### src/rtl/multicycle_control.sv
// multicycle_control -- control FSM for a multicycle datapath.
//
// Sequences fetch (IF), decode (DEC), execute (EX_R / EX_I / ADDR / BR),
// data access (MEM) and write-back (WB_ALU / WB_MEM). Any unknown opcode,
// or a memory request left unacknowledged for TIMEOUT cycles, parks the
// FSM in FAULT until reset.
//
// Ports
//   Clk            rising-edge clock
//   Reset          asynchronous reset, active low
//   Instr[31:0]    instruction register contents, opcode = Instr[31:26]
//   Zero           ALU zero flag (used in BR)
//   Mem_Ack        one-cycle memory completion strobe
//   PC_sel         0 = PC+4, 1 = branch target
//   PC_LdEn        PC load enable
//   IR_LdEn        instruction register load enable
//   RF_WrEn        register file write enable
//   RF_WrData_sel  0 = ALU result, 1 = memory data
//   ALU_Bin_sel    0 = register B, 1 = immediate
//   ALU_func       ALU operation code
//   MEM_WrEn       data memory write enable
//   Mem_Req        memory request (fetch or data)
//   Retired[31:0]  retired-instruction count (only with CTRL_RETIRED_CNT_EN)
//   Fault          sticky fault flag
//
// Optional feature macro: CTRL_RETIRED_CNT_EN adds the Retired counter.
module multicycle_control #(
  parameter int FUNC_W  = 4,
  parameter int TIMEOUT = 16
) (
  input  logic              Clk,
  input  logic              Reset,
  input  logic [31:0]       Instr,
  input  logic              Zero,
  input  logic              Mem_Ack,
  output logic              PC_sel,
  output logic              PC_LdEn,
  output logic              IR_LdEn,
  output logic              RF_WrEn,
  output logic              RF_WrData_sel,
  output logic              ALU_Bin_sel,
  output logic [FUNC_W-1:0] ALU_func,
  output logic              MEM_WrEn,
  output logic              Mem_Req,
`ifdef CTRL_RETIRED_CNT_EN
  output logic [31:0]       Retired,
`endif
  output logic              Fault
);

  typedef enum logic [3:0] {
    S_IF, S_DEC, S_EX_R, S_EX_I, S_ADDR, S_MEM, S_WB_ALU, S_WB_MEM, S_BR, S_FAULT
  } state_t;

  localparam logic [5:0] OP_R    = 6'b100000;
  localparam logic [5:0] OP_ADDI = 6'b110000;
  localparam logic [5:0] OP_ANDI = 6'b110010;
  localparam logic [5:0] OP_ORI  = 6'b110011;
  localparam logic [5:0] OP_LW   = 6'b001111;
  localparam logic [5:0] OP_SW   = 6'b011111;
  localparam logic [5:0] OP_B    = 6'b111111;
  localparam logic [5:0] OP_BEQ  = 6'b010000;
  localparam logic [5:0] OP_BNE  = 6'b010001;

  localparam logic [7:0] WAIT_LAST = 8'(TIMEOUT - 1);

  state_t     state_q, state_d;
  logic [7:0] wait_cnt;
  logic [5:0] opc;
  logic       take;

  assign opc = Instr[31:26];

  // Only the opcode and function field are decoded here.
  logic unused_instr;
  assign unused_instr = ^Instr[25:FUNC_W];

  always_ff @(posedge Clk or negedge Reset) begin
    if (!Reset) state_q <= S_IF;
    else        state_q <= state_d;
  end

  // Counts request cycles of the current access; cleared whenever IF or MEM
  // is entered so each access gets a fresh TIMEOUT budget.
  always_ff @(posedge Clk or negedge Reset) begin
    if (!Reset)
      wait_cnt <= '0;
    else if (state_d != state_q && (state_d == S_IF || state_d == S_MEM))
      wait_cnt <= '0;
    else if (Mem_Req)
      wait_cnt <= wait_cnt + 8'd1;
  end

  always_comb begin
    state_d       = state_q;
    PC_sel        = 1'b0;
    PC_LdEn       = 1'b0;
    IR_LdEn       = 1'b0;
    RF_WrEn       = 1'b0;
    RF_WrData_sel = 1'b0;
    ALU_Bin_sel   = 1'b0;
    ALU_func      = '0;
    MEM_WrEn      = 1'b0;
    Mem_Req       = 1'b0;
    Fault         = 1'b0;
    take          = 1'b0;
    case (state_q)
      S_IF: begin
        Mem_Req = 1'b1;
        if (Mem_Ack) begin
          IR_LdEn = 1'b1;
          PC_LdEn = 1'b1;
          state_d = S_DEC;
        end else if (wait_cnt == WAIT_LAST) begin
          state_d = S_FAULT;
        end
      end
      S_DEC: begin
        case (opc)
          OP_R:                     state_d = S_EX_R;
          OP_ADDI, OP_ANDI, OP_ORI: state_d = S_EX_I;
          OP_LW, OP_SW:             state_d = S_ADDR;
          OP_B, OP_BEQ, OP_BNE:     state_d = S_BR;
          default:                  state_d = S_FAULT;
        endcase
      end
      S_EX_R: begin
        ALU_func = Instr[FUNC_W-1:0];
        state_d  = S_WB_ALU;
      end
      S_EX_I: begin
        ALU_Bin_sel = 1'b1;
        if (opc == OP_ANDI)     ALU_func = FUNC_W'(2);
        else if (opc == OP_ORI) ALU_func = FUNC_W'(3);
        state_d = S_WB_ALU;
      end
      S_ADDR: begin
        ALU_Bin_sel = 1'b1;
        state_d     = S_MEM;
      end
      S_MEM: begin
        Mem_Req  = 1'b1;
        MEM_WrEn = (opc == OP_SW);
        if (Mem_Ack)                     state_d = (opc == OP_SW) ? S_IF : S_WB_MEM;
        else if (wait_cnt == WAIT_LAST)  state_d = S_FAULT;
      end
      S_WB_ALU: begin
        RF_WrEn = 1'b1;
        state_d = S_IF;
      end
      S_WB_MEM: begin
        RF_WrEn       = 1'b1;
        RF_WrData_sel = 1'b1;
        state_d       = S_IF;
      end
      S_BR: begin
        ALU_func = FUNC_W'(1);
        take     = (opc == OP_B) || (opc == OP_BEQ && Zero) || (opc == OP_BNE && !Zero);
        PC_sel   = take;
        PC_LdEn  = take;
        state_d  = S_IF;
      end
      S_FAULT: Fault = 1'b1;
      default: state_d = S_FAULT;
    endcase
  end

`ifdef CTRL_RETIRED_CNT_EN
  // An instruction retires on the edge that returns the FSM to IF from a
  // completing state; MEM only returns to IF for SW.
  logic [31:0] retired_q;
  always_ff @(posedge Clk or negedge Reset) begin
    if (!Reset)
      retired_q <= '0;
    else if (state_d == S_IF &&
             (state_q == S_WB_ALU || state_q == S_WB_MEM ||
              state_q == S_MEM    || state_q == S_BR))
      retired_q <= retired_q + 32'd1;
  end
  assign Retired = retired_q;
`endif

endmodule

### config.mk
export PLATFORM = sky130hd
export DESIGN_NAME = multicycle_control
export DESIGN_NICKNAME = d
export VERILOG_FILES = /design/src/rtl/multicycle_control.sv
export SDC_FILE = /design/constraint.sdc
export NUM_CORES = 1
export LEC_CHECK = 0
export ABC_AREA = 1
export BUFFER_PORTS_ARGS = -buffer_cell sky130_fd_sc_hd__buf_4
export CAP_MARGIN = 20
export CORE_MARGIN = 4
export CORE_UTILIZATION = 42
export DETAILED_ROUTE_END_ITERATION = 10
export HOLD_SLACK_MARGIN = 0.05
export PLACE_DENSITY = 0.76
export SLEW_MARGIN = 5
export SYNTH_ARGS = -nofsm -noshare
export SYNTH_HDL_FRONTEND = slang
export SYNTH_SLANG_ARGS = --single-unit
### constraint.sdc
create_clock -name Clk -period 1.3 [get_ports Clk]
set_input_delay 0.26 -clock Clk [delete_from_list [all_inputs] [get_ports Clk]]
set_output_delay 0.26 -clock Clk [all_outputs]
set_load 0.005 [all_outputs]
* After elaboration in Yosys (flattened, before gate mapping)
Cells that the tools add are included.
** Operators by class
- $add $sub $neg :: 1
- Equal/unequal tests :: 21
- Mux-type cells :: 21
- Reductions and logical operators :: 18
** Operators with widths (count)
- == test 6 bit, second input constant :: 5
- case mux 4 bit (7 select lines) :: 1
- == test 4 x 3 -> 1 bit, second input constant :: 5
- == test 6 x 5 -> 1 bit, second input constant :: 3
- two-way mux 8 bit :: 2
- case mux 4 bit (4 select lines) :: 1
- two-way mux 4 bit :: 3
- case mux 4 bit (3 select lines) :: 1
- OR reduction 2 bit :: 5
- two-way mux 1 bit :: 9
- OR reduction 3 bit :: 3
- adder 8 x 1 -> 8 bit, second input constant :: 1
- == test 4 x 2 -> 1 bit, second input constant :: 2
- == test 4 bit, second input constant :: 2
- == test 8 x 4 -> 1 bit, second input constant :: 1
- logical NOT 4 bit :: 2
- == test 6 x 4 -> 1 bit, second input constant :: 1
- == test 4 x 1 -> 1 bit, second input constant :: 1
- two-way mux 2 bit :: 2
- != test 4 bit :: 1
- logical AND 1 bit :: 3
- logical OR 1 bit :: 3
- two-way mux 3 bit :: 1
- case mux 1 bit (2 select lines) :: 1
- 2 further kinds :: 2
** Word-level totals
- Register bits :: 12
- Bits of input ports :: 36
- Output and inout bits :: 13
- Word-level logic and storage cells :: 63

* Longest topological paths before layout
Gate-level depths: netlist of the first run.
- Word-level depth :: 8
- Mapped depth :: 13
- Depth with buffers taken out :: 13

* Worst setup path before layout of the first run
No wires, ideal clock.
- Path kind :: register to register
- Start :: reg state_q[2]
- End :: reg wait_cnt[4]
- Setup time :: 0.113 ns
- Arrival :: 1.362 ns
- Data required time :: 1.187 ns
- Setup slack :: -0.175 ns
- Cell stages (with the launch flop) :: 9
- Path buffers :: 0
- Period minus slack after synthesis :: 1.475 ns
- Cells stage by stage :: dfrtp_1 o31ai_1 o21ai_1 nor2_2 nand2_2 nand2_2 nand3_4 nand2_1 inv_1
** On the way
- Longest elaborated chain between the ends :: 7
- Elaborated cells on any way between the ends :: 25
- Classes of those cells :: eq/ne: 11; mux: 6; reduce/logical: 8
** Ends and longest elaborated chain
- start: declaration :: RTL line 67 : state_t state_q, state_d;
- start signal: assignment :: RTL line 80 : else state_q <= state_d;
- == test 4 bit, or another cell as far along :: RTL line 107 : case (state_q)
- OR reduction 3 bit (no line) or OR reduction 2 bit (tied branches)
- case mux 4 bit (7 select lines) (*) :: RTL line 107
- named net state_d[0] :: RTL line 67
- == test 4 x 3 -> 1 bit or logical NOT 4 bit (tied branches) :: RTL line 88 : else if (state_d != state_q && (state_d == S_IF || state_d == S_MEM))
- logical OR 1 bit :: RTL line 88
- logical AND 1 bit (*) :: RTL line 88
- two-way mux 8 bit or nonzero test 2 bit (tied branches)
- end signal: assignment :: RTL line 91 : wait_cnt <= wait_cnt + 8'd1;
- end: declaration :: RTL line 68 : logic [7:0] wait_cnt;
The timed path passes the listed nets; every way through them passes the cells marked *.
A chain may end at the register's enable or synchronous reset.

* Worst setup path after layout of the first run
- Start :: reg state_q[2]
- End :: out ALU_Bin_sel
** On the way
- Longest elaborated chain between the ends :: 3
- Elaborated cells on any way between the ends :: 4
- Classes of those cells :: eq/ne: 2; mux: 1; reduce/logical: 1
** Ends and longest elaborated chain
- == test 4 x 2 -> 1 bit or == test 4 x 3 -> 1 bit (tied branches) :: RTL line 107
- OR reduction 2 bit (no line) (*)
- two-way mux 1 bit (*) :: RTL line 107
- end: declaration :: RTL line 41 : output logic ALU_Bin_sel,
Mark *: on every way between the ends. The rest lies on a longest branch, timed or not.

==> metrics.txt, run 1 <==
Tot GR Track Use=0.2023; critical path capture point type=output pin; Layout area overhead=84.98%; CP max-delay cell=dfrtp_2; vias=1390; total CTS buffers=3; Max Cap Viol=0; post-synth cell types=26; RSZ-0062 raised after global routing=yes; top post-synthesis cells by area=dfrtp_1 (28%), nand2_1 (12%), inv_1 (10%), nor2_1 (9.1%), xor2_1 (5.7%); met3 wire length=213 um; Die Y=58.59 um; reg2reg end=wait_cnt[2]$_DFFE_PN0P_; Avg Cell Area, Syn=6.554 um2; DRC viols=0; Syn Nets=201; worst reg2reg startpoint=state_q[2]$_DFF_PN0_; cell taking the most area after synthesis=dfrtp_1; worst-path cell chain=buf_4, nand2_4, nor2_1, or2_2, buf_4; Max Clk Rate=547.5 MHz; crit path launch type=register; # nets final=280; TNS Setup=-9442 ps; design area=0.001988 mm2; share of cells above drive strength 1=0.6240; Ant. Diodes=0; core area=approximately 0.0025 mm2; Slew @ Worst Pin=277.6 ps; vias in the first global route=roughly 1300; CP top delay family=flip-flops; Final Wtd Congestion=0.8840; final setup vio count=24; FF-to-FF path depth=11; Root Driver=clkbuf_4; DR iter-0 viols=41; Leak=1.088 nW; CP Class=register to output pin; Crit path buffers/inverters=2; Netlist Area Pre-Place=between 0.001 and 0.0015 mm2; final period utilization=1.405; Min Clock Period, post-route=between 1500 and 2000 ps; top cell type's share of synthesized area=0.2794; Clock Latency Late Sink=approximately 300 ps; clock sink count=12; min-delay worst type=input pin to async pin; global-route wire length before repair=5388 um; DP HPWL=2332 um; vias per cell=5.110; Worst Path Required=1040 ps; max-slew violation count=0; Max stage delay on crit path=490 ps; most common cell after layout, fill and taps aside=buf_4; Die X=58.59 um; final hold viol count=0; Rel. slew slack=0.8143; sequential share of the synthesized area=0.2794; Worst Skew=2.387 ps; setup slack, reg-to-reg=-500 ps; remaining antenna violation count after routing=0; maximum buffer depth of the clock tree=2; gr ovfl total=0; largest net degree at the start of global routing=13; worst setup margin=-526.6 ps; top layer in use=met4; CP Data Arrival Time=1570 ps; clk slew on worst S/H paths=80 ps; WL per Instance=15.44 um; DR WL met2=about 2200 um; CP dominant cell by count=buf_4; met1 wire length=1648 um; TritonRoute pass-1 iters=4; Placement Cell Area=0.001598 mm2; Post-Route WL=4199 um; port bufs=26; worst vdd ir=roughly 0.42 mV; antenna violations before repair=0; initial cell density of the core=0.4378; pwr/cell area=402.7 mW/mm2; status=complete, but fails checks; failing checks=negative setup slack; Die ar.=about 0.0034 mm2; most frequent cells in the layout=buf_4 (62), inv_1 (24), nand2_1 (22); CTS HTree Levels=1; I/O pins=approximately 50; Post-Synthesis Cells=164; Worst Path Max Fanout=5; Yosys warning count=0; row cnt=18; post-synthesis register bit count=12; CTS tree=yes
[sequential cells by signal, indices dropped and copies added, names as in the netlist]
| signal | cells |
|---|---|
| wait_cnt | 8 |
| state_q | 4 |
[worst max path at each step]
stage | slack (ps) | cells past startpoint | startpoint | end
after global routing | -590 | 6 | state_q[2]$_DFF_PN0_ | ALU_func[0]
after detailed placement | -340 | 13 | Instr[29] | wait_cnt[7]$_DFFE_PN0P_
after global placement | -280 | 13 | Instr[29] | wait_cnt[4]$_DFFE_PN0P_
after floorplan | -120 | 12 | state_q[0]$_DFF_PN0_ | wait_cnt[4]$_DFFE_PN0P_
final | -530 | 5 | state_q[2]$_DFF_PN0_ | ALU_Bin_sel
after CTS | -440 | 6 | state_q[3]$_DFF_PN0_ | ALU_func[0]
[cell usage after synthesis, drive strengths merged]
master / n
nand2: 44
nand4: 2
or2: 1
nor3: 5
o211ai: 3
xor2: 7
nor2: 34
ha: 1
dfrtp: 12
a21oi: 2
o221ai: 1
mux2: 1
nand3: 11
o31ai: 1
inv: 34
o21ai: 5
[cell families after synthesis]
kind of cell	Yosys count	share of synthesized area
simple gates	97	0.4459
buf+inv	34	0.1187
compound gates	12	0.07682
flops	12	0.2794
xor+xnor	7	0.05704
mux	1	0.01048
fa+ha+maj	1	0.01164
[stage by stage]
step	instances	worst slack [ps]	hold slack, ps	power (mW)	util
finish	272	-526.6	333.1	0.8006	0.8099
floorplan	164	-119.6	-35.59	0.4100	-
global route	272	-591.7	335.2	0.8306	0.8099
detailed placement	254	-336.0	109.8	0.4740	0.6509
global placement	254	-276.8	101.4	0.4697	0.6509
CTS	266	-443.7	356.2	0.7768	0.7130
[cell type report]
class	count	area, um2
Multi-Input combinational cell	118	860.8
Fill cell	136	466.7
Inverter	34	140.1
Tap cell	30	37.54
Sequential cell	12	305.3
Timing Repair Buffer	74	608.1
Clock buffer	4	36.28
[report_power, final]
part / switching, mW / internal, mW / total [mW]
Clock: 0.155 / 0.171 / 0.327
Combinational: 0.0517 / 0.0495 / 0.101
Sequential: 0 / 0.373 / 0.373
Total: 0.207 / 0.594 / 0.801
[routing by layer]
metal | up-vias | GRT usage
met3 | 18 | 0.03289
met2 | 54 | 0.3876
met4 | 0 | 0.07120
li1 | 661 | -
met1 | 657 | 0.2216
met5 | - | 0
[what timing repair did]
item                                    4_1_cts  5_1_grt
gates resized for setup                      16       58
endpoints found under the setup margin       23       25
pin swaps                                     5       25
buffers inserted                              7        7
hold endpoints to repair                     12        0
hold buffers                                  1        0
No activity file was read; power rests on OpenSTA's default activity.
==> inputs of run 2 (changes only) <==
--- a/config.mk
+++ b/config.mk
@@ -8,7 +8,7 @@
 export ABC_AREA = 1
 export BUFFER_PORTS_ARGS = -buffer_cell sky130_fd_sc_hd__buf_4
 export CAP_MARGIN = 20
-export CORE_MARGIN = 4
+export CORE_MARGIN = 2
 export CORE_UTILIZATION = 42
 export DETAILED_ROUTE_END_ITERATION = 10
 export HOLD_SLACK_MARGIN = 0.05
==> metrics.txt, run 2 (synthesis gave the netlist of run 1 again) <==
worst setup margin=-514.1 ps; clock sink count=12; RSZ-0062 raised after global routing=yes; Sequential Area=305.3 um2; Layout area overhead=83.12%; critical path capture point type=output pin; final hold viol count=0; flip-flop count of the largest register after layout=8; largest net degree at the start of global routing=13; port bufs=26; max-slew violation count=0; Max Clk Rate=about 550 MHz; CTS tree=yes; vias=roughly 1400; most frequent cells in the layout=buf_4 (54), inv_1 (30), nand2_1 (28); CP Class=register to output pin; Tot GR Track Use=0.2523; pwr/cell area=392.9 mW/mm2; # nets final=276; Gate power share=0.135; Worst Path Max Fanout=5; global-route wire length before repair=between 5000 and 6000 um; WL per Instance=15.45 um; gr ovfl total=0; Max Cap Viol=0; Final Wtd Congestion=0.8044; Rel. slew slack=0.8043; Post-Route WL=4141 um; Min Clock Period, post-route=1814 ps; status=complete, but fails checks; maximum buffer depth of the clock tree=2; cell internal pwr=592.7 uW; clk slew on worst S/H paths=80 ps; worst vdd ir=0.6903 mV; Ant. Diodes=0; final setup vio count=23; Slew @ Worst Pin=between 200 and 300 ps; CP Data Arrival Time=roughly 1600 ps; Die X=54.59 um; I/O pins=49; Root Driver=clkbuf_4; multi-input logic area=858.3 um2; Leak=around 1.1 nW; min-delay worst type=input pin to async pin; remaining antenna violation count after routing=0; Worst Path Required=1040 ps; crit path launch type=register; vias in the first global route=1245; most common cell after layout, fill and taps aside=buf_4; CTS HTree Levels=1; Net Sw Power=180.6 uW; TritonRoute pass-1 iters=4; initial cell density of the core=0.4378; fillers=between 100 and 150; Seq pwr share=0.482; switching part of the total power=0.2336; final period utilization=1.395; failing checks=negative setup slack; Reg with most FFs=wait_cnt; total CTS buffers=3; Die ar.=0.002980 mm2; row cnt=18; DR iter-0 viols=41; Util after Layout=0.8017; Die Y=~55 um; DP HPWL=2218 um; biggest regs=wait_cnt x8, state_q x4; antenna violations before repair=0; core area=0.002455 mm2; DRC viols=0; Worst Skew=3.431 ps; Clock Latency Late Sink=270 ps; share of cells above drive strength 1=0.5672; Clock power frac=0.383; vias per cell=5.142; Final Hold Slack=between 300 and 400 ps
## run 2: repair_timing
item / in CTS / in global routing
setup endpoints to repair: 22 / 25
resized for setup: 35 / 33
pin swaps: 10 / 12
endpoints found under the hold margin: 12 / 0
setup buffers: 8 / 4
hold buffers: 1 / 0
## run 2: routing by layer
layer  vias up  wire length, um  global-route usage
met5         -                0                   0
met4         0              142             0.05417
met3        17              188             0.06831
met2        58             2136              0.4663
met1       650             1673              0.2845
li1        653                -                   -
## run 2: area by class of cell
| type | instances | share of cell area |
|---|---|---|
| Clock buffer | 4 | 0.01844 |
| Inverter | 34 | 0.06993 |
| Multi-Input combinational cell | 118 | 0.4361 |
| Sequential cell | 12 | 0.1551 |
| Tap cell | 30 | 0.01907 |
| Timing Repair Buffer | 70 | 0.3013 |
## run 2: final timing paths
| kind | startpoint | endpoint | slack [ps] | depth (start not counted) |
|---|---|---|---|---|
| worst min register to register | wait_cnt[5]$_DFFE_PN0P_ | wait_cnt[5]$_DFFE_PN0P_ | 680 | 4 |
| max in group asynchronous | Reset | state_q[0]$_DFF_PN0_ | 770 | 2 |
| worst max register to register | state_q[0]$_DFF_PN0_ | wait_cnt[4]$_DFFE_PN0P_ | -470 | 11 |
| min in group Clk | Instr[31] | state_q[3]$_DFF_PN0_ | 510 | 6 |
| worst max-delay path | state_q[0]$_DFF_PN0_ | ALU_func[1] | -510 | 6 |
| worst min-delay path | Reset | wait_cnt[5]$_DFFE_PN0P_ | 360 | 2 |
## run 2: stage by stage
step | power (mW) | TNS (ps) | setup WS (ps) | instances | cell area (um2)
after floorplan | 0.4100 | -957.6 | -119.6 | 164 | 1097
after global placement | 0.4705 | -3323 | -278.5 | 251 | 1575
after detailed placement | 0.4745 | -3871 | -345.4 | 251 | 1575
after CTS | 0.7730 | -7050 | -429.7 | 264 | 1809
after global routing | 0.8122 | -10590 | -599.1 | 268 | 1968
final | 0.7734 | -8752 | -514.1 | 268 | 1968
## run 2: power groups by stage
stage                     logic [mW]  registers, mW  clock network [mW]
after floorplan               0.0296          0.380                   0
after global placement        0.0902          0.380                   0
after detailed placement      0.0942          0.380                   0
after CTS                     0.0974          0.373               0.303
after global routing           0.113          0.373               0.326
final                          0.105          0.373               0.296
## run 2: worst max-delay path: stages, from the launching register on
cell,delay [ps]
dfrtp_2,470
clkinv_4,100
buf_4,110
buf_6,100
nand3_4,100
o21ai_1,230
buf_4,160
==> inputs of run 3 (changes only) <==
--- a/config.mk
+++ b/config.mk
@@ -5,7 +5,6 @@
 export SDC_FILE = /design/constraint.sdc
 export NUM_CORES = 1
 export LEC_CHECK = 0
-export ABC_AREA = 1
 export BUFFER_PORTS_ARGS = -buffer_cell sky130_fd_sc_hd__buf_4
 export CAP_MARGIN = 20
 export CORE_MARGIN = 2
==> metrics.txt, run 3 <==
status=complete, but fails checks; failing checks=negative setup slack; Netlist Area Pre-Place=about 0.0011 mm2; TNS Setup=-10740 ps; top_reg_cell synth=dfrtp_1; RSZ-0062 raised after global routing=yes; final setup vio count=25; crit path launch type=register; worst setup margin=-514.7 ps; vias=1493; top cell type's share of synthesized area=0.2765; post-synth cell types=50; cell taking the most area after synthesis=dfrtp_1; port bufs=26; Yosys warning count=0; pwr/cell area=1183 mW/mm2; Die X=54.85 um; CTS tree=yes; min-delay worst type=input pin to async pin; ys async rst share=1.000; top post-synthesis cells by area=dfrtp_1 (28%), a211oi_1 (5.5%), nor2_1 (4.1%), xor2_1 (4.0%), nand2_1 (3.5%); worst vdd ir=0.9468 mV; Final Wtd Congestion=approximately 0.80; total CTS buffers=3; vias in the first global route=1439; DRC viols=0; Post-Route WL=5422 um; pre-CTS setup slack=-381.2 ps; number of synthesized flops with an enable pin=0; Max Clk Rate=551.1 MHz; row cnt=18; core area=0.002455 mm2; CP Class=register to output pin; final period utilization=1.396; # nets final=~250; final hold viol count=0; Worst Path Max Fanout=4; vias per cell=6.094; Tot GR Track Use=0.3379; commonest cells in the netlist=dfrtp_1 (12), nor2_1 (12), nand2_1 (10); Post-Synthesis Cells=127; most frequent cells in the layout=buf_4 (70), buf_6 (18), dfrtp_1 (11); clock sink count=12; I/O pins=a little under 50; share of cells above drive strength 1=0.6698; biggest regs=wait_cnt x8, state_q x4; WL per Instance=roughly 22 um; Max Cap Viol=0; Worst Skew=7.077 ps; DR iter-0 viols=between 50 and 60; remaining antenna violation count after routing=0; largest net degree at the start of global routing=13; max-slew violation count=0; Clock Latency Late Sink=300 ps; Rel. slew slack=0.6664; antenna violations before repair=0; Worst Path Required=1040 ps; design area=between 0.002 and 0.0025 mm2; Slew @ Worst Pin=496.6 ps; FF-to-FF path depth=7; CP Data Arrival Time=1550 ps; TritonRoute pass-1 iters=4; Reg with most FFs=wait_cnt; flip-flop count of the largest register after layout=8; initial cell density of the core=0.4424; Root Driver=clkbuf_4; Layout area overhead=97.12%; clk slew on worst S/H paths=approximately 90 ps; DP HPWL=roughly 2600 um; post-synthesis register bit count=12; gr ovfl total=0; setup slack, reg-to-reg=-500 ps; sequential share of the synthesized area=0.2765; Die Y=54.85 um; Syn Nets=164; Placement Cell Area=0.001623 mm2; Ant. Diodes=0; CTS HTree Levels=1; worst reg2reg startpoint=state_q[2]$_DFF_PN0_; Die ar.=0.003009 mm2; reg2reg end=wait_cnt[6]$_DFFE_PN0P_; global-route wire length before repair=6982 um; Leak=0.9798 nW; Min Clock Period, post-route=~1800 ps; Avg Cell Area, Syn=8.552 um2; critical path capture point type=output pin; most common cell after layout, fill and taps aside=buf_4; maximum buffer depth of the clock tree=2
run 3: critical path: stages, from the launching register on:
cell and delay [ps]:
dfrtp_1 430, buf_4 170, nor2_4 150, buf_6 140, nand2_1 90, a21oi_2 150, buf_4 130
run 3: per-layer routing:
| metal | part of all wire | GRT usage |
|---|---|---|
| met2 | 0.53 | 0.5933 |
| met5 | 0 | 0 |
| met3 | 0.076 | 0.04918 |
| met4 | 0.035 | 0.1667 |
| met1 | 0.36 | 0.3959 |
run 3: repair_timing:
action,CTS,global route
hold buffers,1,0
gates cloned,1,0
endpoints found under the setup margin,24,25
setup buffers,12,9
pin swaps,19,12
hold endpoints to repair,12,0
resized for setup,55,19
run 3: per-stage QoR:
step | total power [mW] | std cells | util | hold slack [ps]
2_1_floorplan | 0.9528 | 127 | - | -35.59
6_report | 2.532 | 245 | 0.8721 | 331.8
3_3_place_gp | 1.406 | 220 | 0.6611 | 104.6
3_5_place_dp | 1.440 | 220 | 0.6611 | 106.9
4_1_cts | 2.213 | 238 | 0.8155 | 356.7
5_1_grt | 2.611 | 245 | 0.8721 | 367.9
run 3: area by class of cell:
class / instances / area (um2)
clock buffer: 4 / 36.28
fill: 120 / 314.1
inverter: 9 / 33.78
multi-input combinational: 100 / 973.4
sequential: 12 / 301.5
tap: 30 / 37.54
timing repair buffer: 90 / 758.2
run 3: cell families after synthesis:
kind of cell	Yosys count	share of synthesized area
buf+inv	15	0.06106
compound gates	33	0.2581
mux	1	0.009217
flops	12	0.2765
fa+ha+maj	1	0.01152
xor+xnor	9	0.07950
simple gates	56	0.3042
run 3: where the power goes:
part / internal, mW / switching [mW]
sequential: 0.418 / 0.0593
combinational: 0.893 / 0.836
clock: 0.171 / 0.153
run 3: how the worst max path moves through the flow:
stage | startpoint | endpoint | depth (start not counted)
global route | state_q[0]$_DFF_PN0_ | ALU_Bin_sel | 6
finish | state_q[0]$_DFF_PN0_ | ALU_Bin_sel | 6
floorplan | state_q[0]$_DFF_PN0_ | wait_cnt[0]$_DFFE_PN0P_ | 6
detailed placement | wait_cnt[0]$_DFFE_PN0P_ | wait_cnt[2]$_DFFE_PN0P_ | 6
CTS | state_q[2]$_DFF_PN0_ | PC_LdEn | 5
global placement | wait_cnt[0]$_DFFE_PN0P_ | wait_cnt[6]$_DFFE_PN0P_ | 6
